<file path="config.mk">
export PLATFORM = sky130hd
export DESIGN_NAME = axi_lite_slice
export DESIGN_NICKNAME = d
export VERILOG_FILES = /design/src/rtl/axi_lite_slice.sv
export SDC_FILE = /design/constraint.sdc
export NUM_CORES = 1
export LEC_CHECK = 0
export CAP_MARGIN = 15
export CORE_ASPECT_RATIO = 0.6
export CORE_UTILIZATION = 44
export CTS_BUF_LIST = sky130_fd_sc_hd__clkbuf_2 sky130_fd_sc_hd__clkbuf_4 sky130_fd_sc_hd__clkbuf_8
export CTS_CLUSTER_DIAMETER = 120
export DETAILED_ROUTE_END_ITERATION = 10
export PLACE_DENSITY = 0.78
export SYNTH_ARGS = -nofsm -noshare
export SYNTH_HDL_FRONTEND = slang
export SYNTH_SLANG_ARGS = --single-unit
</file>
<file path="constraint.sdc">
create_clock -name aclk -period 6.6 [get_ports aclk]
set_input_delay 1.65 -clock aclk [delete_from_list [all_inputs] [get_ports aclk]]
set_output_delay 1.65 -clock aclk [all_outputs]
set_load 0.02 [all_outputs]
</file>
<file path="src/rtl/axi_lite_slice.sv">
// -----------------------------------------------------------------------------
// axi_lite_slice
//
// Registered AXI-Lite master-side slice. It sits between a core's AXI-Lite
// master (s_axi_lite_* side) and the SoC interconnect (m_axi_lite_* side).
// Each of the five channels passes through a 2-entry skid buffer. The buffer
// gives full throughput and has no combinational valid->ready path across the
// block. Read and write transactions in flight are each capped at
// MAX_OUTSTANDING.
//
// Optional feature macro: AXI_LITE_SLICE_STATS_EN
//   defined   -> stat_wr_done / stat_rd_done / stat_err are saturating
//                32-bit counters of upstream B/R handshakes and error
//                responses.
//   undefined -> stat_* ports are tied to 0 and no counters are built.
//
// Ports
//   aclk, aresetn                 clock, async active-low reset
//   s_axi_lite_aw*/w*/ar*         upstream requests in (valid/payload in,
//                                 ready out)
//   s_axi_lite_b*/r*              upstream responses out (valid/payload out,
//                                 ready in)
//   m_axi_lite_*                  downstream mirror of s_*, directions inverted
//   wr_outstanding                accepted AW minus delivered B
//   rd_outstanding                accepted AR minus delivered R
//   stat_wr_done, stat_rd_done    completed write / read count
//   stat_err                      responses with resp != OKAY
//
// DATA_WIDTH must be 32 or 64. STRB_WIDTH is derived and is not overridden.
// -----------------------------------------------------------------------------

// Two-entry skid buffer: a main (output) register plus one skid register.
// in_ready comes only from the registered skid-full flag.
module axi_lite_slice_skid #(
  parameter int WIDTH = 32
) (
  input  logic             clk,
  input  logic             rst_n,
  input  logic             in_valid,
  output logic             in_ready,
  input  logic [WIDTH-1:0] in_data,
  output logic             out_valid,
  input  logic             out_ready,
  output logic [WIDTH-1:0] out_data
);

  logic             vld_p1;
  logic [WIDTH-1:0] data_p1;
  logic             skid_vld_p1;
  logic [WIDTH-1:0] skid_data_p1;
  logic             in_hs;
  logic             main_free;

  assign in_ready  = !skid_vld_p1;
  assign in_hs     = in_valid && !skid_vld_p1;
  // The main register can take a new beat when it is empty or draining now.
  assign main_free = !vld_p1 || out_ready;

  // ---- stage p1: control (valid flags) ----
  always_ff @(posedge clk or negedge rst_n) begin
    if (!rst_n) begin
      vld_p1      <= 1'b0;
      skid_vld_p1 <= 1'b0;
    end else if (main_free) begin
      vld_p1      <= skid_vld_p1 || in_hs;
      skid_vld_p1 <= 1'b0;
    end else if (in_hs) begin
      skid_vld_p1 <= 1'b1;
    end
  end

  // ---- stage p1: payload (no reset, qualified by the valid flags) ----
  // The skid entry always wins over a new beat. A new beat cannot arrive
  // while the skid is full, because in_ready is low then.
  always_ff @(posedge clk) begin
    if (main_free) begin
      if (skid_vld_p1) begin
        data_p1 <= skid_data_p1;
      end else if (in_hs) begin
        data_p1 <= in_data;
      end
    end else if (in_hs) begin
      skid_data_p1 <= in_data;
    end
  end

  assign out_valid = vld_p1;
  assign out_data  = data_p1;

endmodule

module axi_lite_slice #(
  parameter int ADDR_WIDTH      = 32,
  parameter int DATA_WIDTH      = 32,
  parameter int STRB_WIDTH      = DATA_WIDTH / 8,
  parameter int MAX_OUTSTANDING = 4
) (
  input  logic                  aclk,
  input  logic                  aresetn,
  // upstream (core master)
  input  logic [ADDR_WIDTH-1:0] s_axi_lite_awaddr,
  input  logic                  s_axi_lite_awvalid,
  output logic                  s_axi_lite_awready,
  input  logic [DATA_WIDTH-1:0] s_axi_lite_wdata,
  input  logic [STRB_WIDTH-1:0] s_axi_lite_wstrb,
  input  logic                  s_axi_lite_wvalid,
  output logic                  s_axi_lite_wready,
  output logic [1:0]            s_axi_lite_bresp,
  output logic                  s_axi_lite_bvalid,
  input  logic                  s_axi_lite_bready,
  input  logic [ADDR_WIDTH-1:0] s_axi_lite_araddr,
  input  logic                  s_axi_lite_arvalid,
  output logic                  s_axi_lite_arready,
  output logic [DATA_WIDTH-1:0] s_axi_lite_rdata,
  output logic [1:0]            s_axi_lite_rresp,
  output logic                  s_axi_lite_rvalid,
  input  logic                  s_axi_lite_rready,
  // downstream (interconnect)
  output logic [ADDR_WIDTH-1:0] m_axi_lite_awaddr,
  output logic                  m_axi_lite_awvalid,
  input  logic                  m_axi_lite_awready,
  output logic [DATA_WIDTH-1:0] m_axi_lite_wdata,
  output logic [STRB_WIDTH-1:0] m_axi_lite_wstrb,
  output logic                  m_axi_lite_wvalid,
  input  logic                  m_axi_lite_wready,
  input  logic [1:0]            m_axi_lite_bresp,
  input  logic                  m_axi_lite_bvalid,
  output logic                  m_axi_lite_bready,
  output logic [ADDR_WIDTH-1:0] m_axi_lite_araddr,
  output logic                  m_axi_lite_arvalid,
  input  logic                  m_axi_lite_arready,
  input  logic [DATA_WIDTH-1:0] m_axi_lite_rdata,
  input  logic [1:0]            m_axi_lite_rresp,
  input  logic                  m_axi_lite_rvalid,
  output logic                  m_axi_lite_rready,
  // status
  output logic [3:0]            wr_outstanding,
  output logic [3:0]            rd_outstanding,
  output logic [31:0]           stat_wr_done,
  output logic [31:0]           stat_rd_done,
  output logic [31:0]           stat_err
);

  localparam logic [3:0] MAX_CNT = 4'(MAX_OUTSTANDING);

  logic [3:0] wr_cnt_q;
  logic [3:0] rd_cnt_q;
  logic       aw_cap_ok, ar_cap_ok;
  logic       aw_in_ready, ar_in_ready;
  logic       aw_hs, b_hs, ar_hs, r_hs;

  logic [DATA_WIDTH+STRB_WIDTH-1:0] w_out;
  logic [DATA_WIDTH+1:0]            r_out;

  // Outstanding-count update. A response with nothing outstanding is a
  // downstream protocol error. The count holds at 0 instead of wrapping.
  function automatic logic [3:0] next_count(input logic [3:0] cnt,
                                            input logic       inc,
                                            input logic       dec);
    logic [3:0] res;
    res = cnt;
    if (inc && !dec) begin
      res = cnt + 4'd1;
    end else if (!inc && dec) begin
      res = (cnt == 4'd0) ? 4'd0 : cnt - 4'd1;
    end else if (inc && dec && cnt == 4'd0) begin
      res = 4'd1;
    end
    return res;
  endfunction

  assign aw_cap_ok = (wr_cnt_q < MAX_CNT);
  assign ar_cap_ok = (rd_cnt_q < MAX_CNT);

  assign s_axi_lite_awready = aw_in_ready && aw_cap_ok;
  assign s_axi_lite_arready = ar_in_ready && ar_cap_ok;

  assign aw_hs = s_axi_lite_awvalid && s_axi_lite_awready;
  assign ar_hs = s_axi_lite_arvalid && s_axi_lite_arready;
  assign b_hs  = s_axi_lite_bvalid  && s_axi_lite_bready;
  assign r_hs  = s_axi_lite_rvalid  && s_axi_lite_rready;

  axi_lite_slice_skid #(.WIDTH(ADDR_WIDTH)) u_aw (
    .clk(aclk), .rst_n(aresetn),
    .in_valid(s_axi_lite_awvalid && aw_cap_ok), .in_ready(aw_in_ready),
    .in_data(s_axi_lite_awaddr),
    .out_valid(m_axi_lite_awvalid), .out_ready(m_axi_lite_awready),
    .out_data(m_axi_lite_awaddr)
  );

  axi_lite_slice_skid #(.WIDTH(DATA_WIDTH+STRB_WIDTH)) u_w (
    .clk(aclk), .rst_n(aresetn),
    .in_valid(s_axi_lite_wvalid), .in_ready(s_axi_lite_wready),
    .in_data({s_axi_lite_wdata, s_axi_lite_wstrb}),
    .out_valid(m_axi_lite_wvalid), .out_ready(m_axi_lite_wready),
    .out_data(w_out)
  );
  assign {m_axi_lite_wdata, m_axi_lite_wstrb} = w_out;

  axi_lite_slice_skid #(.WIDTH(2)) u_b (
    .clk(aclk), .rst_n(aresetn),
    .in_valid(m_axi_lite_bvalid), .in_ready(m_axi_lite_bready),
    .in_data(m_axi_lite_bresp),
    .out_valid(s_axi_lite_bvalid), .out_ready(s_axi_lite_bready),
    .out_data(s_axi_lite_bresp)
  );

  axi_lite_slice_skid #(.WIDTH(ADDR_WIDTH)) u_ar (
    .clk(aclk), .rst_n(aresetn),
    .in_valid(s_axi_lite_arvalid && ar_cap_ok), .in_ready(ar_in_ready),
    .in_data(s_axi_lite_araddr),
    .out_valid(m_axi_lite_arvalid), .out_ready(m_axi_lite_arready),
    .out_data(m_axi_lite_araddr)
  );

  axi_lite_slice_skid #(.WIDTH(DATA_WIDTH+2)) u_r (
    .clk(aclk), .rst_n(aresetn),
    .in_valid(m_axi_lite_rvalid), .in_ready(m_axi_lite_rready),
    .in_data({m_axi_lite_rdata, m_axi_lite_rresp}),
    .out_valid(s_axi_lite_rvalid), .out_ready(s_axi_lite_rready),
    .out_data(r_out)
  );
  assign {s_axi_lite_rdata, s_axi_lite_rresp} = r_out;

  // ---- outstanding counters ----
  always_ff @(posedge aclk or negedge aresetn) begin
    if (!aresetn) begin
      wr_cnt_q <= 4'd0;
      rd_cnt_q <= 4'd0;
    end else begin
      wr_cnt_q <= next_count(wr_cnt_q, aw_hs, b_hs);
      rd_cnt_q <= next_count(rd_cnt_q, ar_hs, r_hs);
    end
  end

  assign wr_outstanding = wr_cnt_q;
  assign rd_outstanding = rd_cnt_q;

  // A response delivered upstream with nothing outstanding means the
  // interconnect returned an unsolicited B/R.
  assert property (@(posedge aclk) disable iff (!aresetn)
                   b_hs |-> (wr_cnt_q != 4'd0));
  assert property (@(posedge aclk) disable iff (!aresetn)
                   r_hs |-> (rd_cnt_q != 4'd0));

`ifdef AXI_LITE_SLICE_STATS_EN
  logic [31:0] stat_wr_q, stat_rd_q, stat_err_q;
  logic [1:0]  err_inc;

  function automatic logic [31:0] sat_add(input logic [31:0] acc,
                                          input logic [1:0]  n);
    logic [32:0] sum;
    sum = {1'b0, acc} + {31'd0, n};
    return sum[32] ? 32'hFFFF_FFFF : sum[31:0];
  endfunction

  // A B error and an R error in the same cycle count as two.
  assign err_inc = {1'b0, b_hs && (s_axi_lite_bresp != 2'b00)} +
                   {1'b0, r_hs && (s_axi_lite_rresp != 2'b00)};

  always_ff @(posedge aclk or negedge aresetn) begin
    if (!aresetn) begin
      stat_wr_q  <= 32'd0;
      stat_rd_q  <= 32'd0;
      stat_err_q <= 32'd0;
    end else begin
      stat_wr_q  <= sat_add(stat_wr_q, {1'b0, b_hs});
      stat_rd_q  <= sat_add(stat_rd_q, {1'b0, r_hs});
      stat_err_q <= sat_add(stat_err_q, err_inc);
    end
  end

  assign stat_wr_done = stat_wr_q;
  assign stat_rd_done = stat_rd_q;
  assign stat_err     = stat_err_q;
`else
  assign stat_wr_done = 32'd0;
  assign stat_rd_done = 32'd0;
  assign stat_err     = 32'd0;
`endif

endmodule
</file>
# ---- After elaboration in Yosys (flattened, before gate mapping)
# Index checks and enable logic that the tools add are counted.
dict set report classes {
  n_reduce_logical 69
  n_addsub 4
  n_lt_le_gt_ge 2
  mux 28
  bitwise_logic 5
}
# operator count
set op_table {}
lappend op_table {{$mux W32} 4}
lappend op_table {{$mux W36} 2}
lappend op_table {{$mux W34} 2}
lappend op_table {{$mux W4} 8}
lappend op_table {{$logic_and A1 B1 Y1} 21}
lappend op_table {{$reduce_and A2 Y1} 10}
lappend op_table {{$reduce_bool A2 Y1} 10}
lappend op_table {{$logic_not A1 Y1} 14}
lappend op_table {{$logic_or A1 B1 Y1} 10}
lappend op_table {{$mux W1} 10}
lappend op_table {{$add A4 B1 Y4 const B} 2}
lappend op_table {{$logic_not A4 Y1} 2}
lappend op_table {{$lt A4 B3 Y1 const B} 2}
lappend op_table {{$sub A4 B1 Y4 const B} 2}
lappend op_table {{$reduce_bool A3 Y1} 2}
lappend op_table {{$not A1 Y1} 5}
lappend op_table {{$mux W2} 2}
dict set report totals {
  inputBits 148
  regBits 290
  elab_cells 130
  output_inout_bits 250
}

# ---- Longest topological paths before layout
# Gate-level depths: netlist of the first run.
dict set report logic_depth {
  depth_word 8
  depth_mapped 10
  mapped_depth_nobuf 8
}

# ---- Hierarchy
# A second synthesis of the first run with hierarchy kept.
dict set report unflattened {
  cells_unflattened 649
  area_unflattened_um2 12218.0
}
# mod seq_area_each_um2 area_each_um2 cells_each instances
set modules_own_cells {}
lappend modules_own_cells {{axi_lite_slice_skid at u_ar ...} 1971.9 2543.7 109 2}
lappend modules_own_cells {{axi_lite_slice_skid at u_w} 2212.1 2720.1 121 1}
lappend modules_own_cells {{axi_lite_slice_skid at u_r} 2092.0 2686.3 115 1}
lappend modules_own_cells {axi_lite_slice 200.2 1488.9 180 1}
lappend modules_own_cells {{axi_lite_slice_skid at u_b} 170.2 235.2 15 1}

# ---- Worst setup path after synthesis of the first run
# No wires, ideal clock.
dict set report synth_path {
  path_type {input port to flip-flop}
  from {input port m_axi_lite_wready}
  to {register u_w.skid_data_p1[0], enable pin}
  t_required_ps 6119
  n_path_buf 0
  arrival_time_ps 4536
  cell_stages 2
  setup_time_ps 481
  path_slack_ps 1582
  path_cell_list {nand2b_1 > nor3b_1}
}
dict set report synth_between {
  elab_chain_cells 3
}
# element line
set synth_rtl {}
lappend synth_rtl {{from (decl)} 125} ;# input logic m_axi_lite_wready,
lappend synth_rtl {{$logic_or A1 B1 Y1} 57} ;# assign main_free = !vld_p1 || out_ready;
lappend synth_rtl {{$not A1 Y1 (no line)} n/a}
lappend synth_rtl {{$reduce_and A2 Y1 (no line)} n/a}
lappend synth_rtl {{to (signal assigned)} 83} ;# skid_data_p1 <= in_data;
lappend synth_rtl {{to (decl)} 50} ;# logic [WIDTH-1:0] skid_data_p1;
# No other way between the ends.
# A chain may end at the register's enable or synchronous reset.

# ---- Worst setup path in the final report of the first run
dict set report layout_path {
  from {register u_ar.skid_vld_p1}
  to {output port s_axi_lite_arready}
}
dict set report layout_between {
  elab_chain_cells 2
}
# element line
set layout_rtl {}
lappend layout_rtl {{from (decl)} 49} ;# logic skid_vld_p1;
lappend layout_rtl {{from (signal assigned)} 63} ;# skid_vld_p1 <= 1'b0;
lappend layout_rtl {{from (signal assigned)} 66} ;# skid_vld_p1 <= 1'b0;
lappend layout_rtl {{from (signal assigned)} 68} ;# skid_vld_p1 <= 1'b1;
lappend layout_rtl {{$logic_not A1 Y1} 54} ;# assign in_ready = !skid_vld_p1;
lappend layout_rtl {{$logic_and A1 B1 Y1} 176} ;# assign s_axi_lite_arready = ar_in_ready && ar_cap_ok;
lappend layout_rtl {{to (decl)} 113} ;# output logic s_axi_lite_arready,
# No other way between the ends.

==> run metrics, run 1 <==
Post-synth EDFFs 272; WL per Instance 17.9 microns; post-synthesis mux area share 0.135; LEAKAGE 5.56 nW; Seq/Total Area, Yosys 0.744; Setup Viol. Count Final 0; cell count after synthesis 639; area of the multi-input gates 2500 sq um; f_max 266 MHz; Fill cells 1913; clock latency on the worst-skew pair 540 ps; Hold Crit Start u_w.skid_data_p1[29]$_DFFE_PP_; Setup crit end kind primary output; most common cell after layout, fill and taps aside clkdlybuf4s50_1; synth unique cells 39; H-Tree Depth 2; Final WS setup 2840 ps; Seq cells post-synth 290; Row Count 45; post-CTS sizing 0; first-pass GRT wire length 36000 microns; Final Cycle Share 0.569; total power 0.00520 W; number of global-route vias before repair 6275; layout cell share with drive strength beyond 1 0.229; TritonRoute pass-1 iters 4; cell taking the most area after synthesis edfxtp_1; largest net degree at the start of global routing 40; Main synth FF type edfxtp_1; I/O pin cnt 398; CTS tree yes; simple-gate share of the synthesized area 0.0218; average cell area after synthesis 18.1 sq um; detailed placement HPWL 16700 microns; Hold Fails Final Rpt 0; Slew @ Worst Pin 1080 ps; R2R setup slack 4250 ps; pre-CTS setup slack 2930 ps; WP data arrival 2110 ps; DR DRC count 0; CTS Buf Count 42; Initial Utilization 0.453; worst hold path class reg -> reg; Post-CTS Setup Repair Bufs 0; Setup CP Type reg -> out; via count 6271; DRT Wirelength 24300 microns; Routed Antenna Nets 0; Hold Crit Endpoint u_w.out_data[29]$_DFFE_PP_; TritonCTS sink count 290; synth top area cells edfxtp_1 (70%), mux2_2 (13%), buf_4 (6.2%); Die Wd 212 microns; fin. max-slew vios 0; Syn-to-layout area delta 34.7%; Clock Pin Slew Worst Setup and Hold Paths 60 ps; core box area 25600 sq um; Async SR Flop Fraction 0.0621; Max rail drop VDD 243 uV; slew margin rel. 0.276; Layout Skew 16.2 ps; I/O Buffers 301; clock buffer depth 3; Synth Area in Adders 0.00864; GRT Resource Usage Total 0.177; Die H 128 microns; RSZ-0062 raised after global routing false; outcome finished clean; CTS Hold Buffers Added 0; register cell area after layout 8620 sq um; crit-path max FO 34; Power Density 333 nW/um^2; cell depth of the worst flop-to-flop path 4; vias per inst 4.61; worst r2r dst u_aw.skid_data_p1[0]$_DFFE_PP_; main combinational cell family by area after synthesis multiplexers; Final Net Count 1132; Req. time, crit path 4950 ps; reg-to-reg critical path startpoint wr_outstanding[2]$_DFFE_PN0P_; Worst setup SP type flop; final core utilization 0.611; most frequent cells in the layout clkdlybuf4s50_1 (301), edfxtp_1 (272), mux2_2 (136), conb_1 (96), clkbuf_8 (46); GRT overflow 0; CTS root buf clkbuf_8; Post-Synth XOR/XNOR Area 0.00151; post-synth top area share 0.705; Max Cap Viol 0; setup TNS 0 ps; Setup crit start u_ar.skid_vld_p1$_DFFE_PN0P_; Compound-Gate Fraction of Synth Area 0.0148; initial antenna violation count 1; RePlAce Congestion 0.787; die area 27000 sq um; Fin Hold WS 541 ps; Iter 0 DRT Violations 400; Post-Synthesis Cell Area 11600 sq um; hold depth 1; Synth warnings 0; min Tclk post-route 3760 ps
==> per-layer routing <==
layer	wire [microns]	part of all wire	track usage	vias up
met5	0	0	0	-
met4	391	0.016	0.0558	0
met3	2390	0.098	0.0718	34
met2	10800	0.44	0.257	249
met1	10800	0.44	0.243	3091
li1	-	-	-	2897
==> report_power, final <==
part	leakage, nW	internal (W)	switching, W
logic	2.34	0.000555	0.000678
registers	2.75	0.00232	0.000116
clock network	0.470	0.000867	0.000670
total	5.56	0.00374	0.00146
==> cell type report <==
| class | count | area share |
|---|---|---|
| tap | 352 | 0.0282 |
| antenna | 1 | 0.000160 |
| sequential | 290 | 0.552 |
| inverter | 13 | 0.00313 |
| clock inverter | 16 | 0.0115 |
| clock buffer | 58 | 0.0463 |
| multi-input combinational | 317 | 0.160 |
| timing repair buffer | 312 | 0.198 |
==> metrics by stage <==
| stage | cell area (sq um) | std cells |
|---|---|---|
| after floorplan | 11900 | 734 |
| after global routing | 15600 | 1359 |
| after global placement | 14700 | 1284 |
| after detailed placement | 14700 | 1284 |
| after CTS | 15600 | 1358 |
| final | 15600 | 1359 |
==> synth_stat cells, drive strengths merged (4+ instances only) <==
master / n
a21oi: 9
nand2b: 4
nor3b: 5
edfxtp: 272
buf: 113
inv: 13
ha: 8
mux2: 136
nor2: 15
nor3: 4
nand2: 14
dfrtp: 18
==> worst max-delay path: stages (launching register included) <==
cell and delay (ps):
dfrtp_1 360, buf_4 260, nor3_4 280, clkdlybuf4s50_1 640
==> kinds of logic after synthesis <==
family / Yosys count
DFF: 290
xor gates and xnor gates: 2
adders and majority gates: 8
AOI/OAI and AO/OA: 25
other: 1
muxes: 139
buffers and inverters: 127
and+or+nand+nor: 47
==> sequential cells by signal (all words and copies together) (netlist names), 2 cells and up <==
signal / count
u_w.out_data: 36
u_w.skid_data_p1: 36
u_r.out_data: 34
u_r.skid_data_p1: 34
u_ar.out_data: 32
u_ar.skid_data_p1: 32
u_aw.out_data: 32
u_aw.skid_data_p1: 32
rd_outstanding: 4
wr_outstanding: 4
u_b.out_data: 2
u_b.skid_data_p1: 2
==> worst max path at each step <==
stage	to	cells past startpoint
after global placement	u_aw.skid_data_p1[28]$_DFFE_PP_	5
after global routing	s_axi_lite_arready	3
final	s_axi_lite_arready	3
after floorplan	u_w.skid_data_p1[0]$_DFFE_PP_	2
after detailed placement	u_aw.skid_data_p1[25]$_DFFE_PP_	5
after CTS	s_axi_lite_arready	3
Power figures use the tool's default switching activity.
==> inputs of run 2 (changes only) <==
==> constraint.sdc (replaced) <==
create_clock -name aclk -period 3.85 [get_ports aclk]
set_input_delay 0.9625 -clock aclk [delete_from_list [all_inputs] [get_ports aclk]]
set_output_delay 0.9625 -clock aclk [all_outputs]
set_load 0.02 [all_outputs]
==> run 2 against run 1 <==
  * Worst hold slack better by 4.0 ps
  * First-iteration DRC count is 2.0% higher
  * Final cell count is 0.15% lower
  * Sequential cell count stayed put
  * Cell area is 0.33% lower
  * Clock-buffer cell count is 5 higher
  * Non-clock buffer count stayed put
  * Routed wire length is 2.6% lower
  * Largest power group unchanged
==> run metrics, run 2 (synthesis gave the netlist of run 1 again) <==
DRT Wirelength 23700 microns; Gate power share 0.243; GRT overflow 0; outcome finished clean; CTS Buf Count 41; fin. max-slew vios 0; Fill cells 1919; I/O pin cnt 398; die area 27000 sq um; layout cell share with drive strength beyond 1 0.226; initial antenna violation count 0; cell-internal power 0.00625 W; Hold Fails Final Rpt 0; Design Area, Final 15600 sq um; Antenna Cells 0; core box area 25600 sq um; Max Cap Viol 0; slew margin rel. 0.354; TritonRoute pass-1 iters 5; WL per Instance 17.5 microns; Final Cycle Share 0.781; most common cell after layout, fill and taps aside clkdlybuf4s50_1; Final Net Count 1131; Largest delay share family, worst path buffers and inverters; Clock Pin Slew Worst Setup and Hold Paths 70 ps; WP data arrival 2040 ps; crit-path max FO 9; GRT Resource Usage Total 0.173; Req. time, crit path 2890 ps; post-CTS sizing 0; Sw Ratio 0.282; Setup crit end kind primary output; clock latency on the worst-skew pair 540 ps; Layout Skew 28.4 ps; clock buffer depth 3; Die H 128 microns; setup TNS 0 ps; Slew @ Worst Pin 966 ps; Row Count 45; TritonCTS sink count 290; CTS root buf clkbuf_8; crit-path max cell delay 690 ps; Buf/Inv on CP 1; RePlAce Congestion 0.779; total power 0.00871 W; Clock Power Share 0.278; f_max 333 MHz; Worst setup SP type flop; Routed Antenna Nets 0; Max rail drop VDD 487 uV; CTS tree yes; number of global-route vias before repair 6256; Flop pwr share 0.480; Iter 0 DRT Violations 408; I/O Buffers 301; CTS Hold Buffers Added 0; Initial Utilization 0.453; min Tclk post-route 3010 ps; placed inst area 14700 sq um; CP Cell Sequence nor3_1 > clkdlybuf4s50_1; most frequent cells in the layout clkdlybuf4s50_1 (301), edfxtp_1 (272), mux2_2 (136), conb_1 (96), clkbuf_8 (45); via count 6271; Post-CTS Setup Repair Bufs 0; final core utilization 0.609; Setup Viol. Count Final 0; Setup CP Type reg -> out; vias per inst 4.62; detailed placement HPWL 16100 microns; Syn-to-layout area delta 34.2%; first-pass GRT wire length 35500 microns; Power Density 560 nW/um^2; Die Wd 212 microns; DR DRC count 0; largest net degree at the start of global routing 40; P_sw 0.00246 W; RSZ-0062 raised after global routing false; H-Tree Depth 2; LEAKAGE 5.54 nW; worst hold path class reg -> reg; Worst path slowest cell clkdlybuf4s50_1
run 2: cell count changes in the layout (fill, tap and decap cells not counted), sizes merged:
cell	change
clkinv	-2
clkbuf	+5
bufinv	-3
diode	-1
clkinvlp	-1
run 2: layer usage:
metal  wire, microns  part of all wire  GRT usage
met1           10400              0.44      0.238
met2           10900              0.46      0.265
met3            2120             0.089     0.0571
met4             297             0.013     0.0460
met5               0                 0          0
run 2: layout make-up:
type | count | area (sq um) | area share
sequential | 290 | 8620 | 0.554
timing repair buffer | 312 | 3110 | 0.200
multi-input combinational | 317 | 2520 | 0.162
clock buffer | 63 | 754 | 0.0485
tap | 352 | 440 | 0.0283
clock inverter | 10 | 68.8 | 0.00442
inverter | 13 | 48.8 | 0.00314
run 2: path summary, 6_finish.rpt:
| check | end | cells after the start | startpoint | slack, ps |
|---|---|---|---|---|
| min in group asynchronous | wr_outstanding[2]$_DFFE_PN0P_ | 1 | aresetn | 960 |
| worst min-delay path | u_r.out_data[2]$_DFFE_PP_ | 1 | u_r.skid_data_p1[2]$_DFFE_PP_ | 540 |
| worst min register to register | u_r.out_data[2]$_DFFE_PP_ | 1 | u_r.skid_data_p1[2]$_DFFE_PP_ | 540 |
| max in group asynchronous | u_w.skid_vld_p1$_DFFE_PN0P_ | 1 | aresetn | 2280 |
| worst max register to register | wr_outstanding[2]$_DFFE_PN0P_ | 8 | wr_outstanding[2]$_DFFE_PN0P_ | 1730 |
| worst max-delay path | s_axi_lite_awready | 2 | wr_outstanding[2]$_DFFE_PN0P_ | 840 |
run 2: metrics by stage:
stage	hold WS [ps]	setup slack, ps	std cells
6_report	545	843	1357
2_1_floorplan	523	638	734
5_1_grt	553	704	1357
3_5_place_dp	531	1040	1284
3_3_place_gp	526	1070	1284
4_1_cts	546	775	1357
run 2: power by group through the flow:
| stage | registers, W | logic [W] | clock network (W) |
|---|---|---|---|
| after global routing | 0.00421 | 0.00225 | 0.00265 |
| after floorplan | 0.00456 | 0.000858 | 0 |
| after global placement | 0.00422 | 0.00210 | 0 |
| final | 0.00418 | 0.00211 | 0.00242 |
| after detailed placement | 0.00424 | 0.00213 | 0 |
| after CTS | 0.00418 | 0.00214 | 0.00250 |
run 2: worst reg2reg max path: stages (launching register included):
cell and delay, ps:
dfrtp_1 490, nor3_1 320, nand2_1 190, inv_1 110, ha_1 320, inv_1 120
nand2_1 70, o22ai_1 70, o32a_1 320
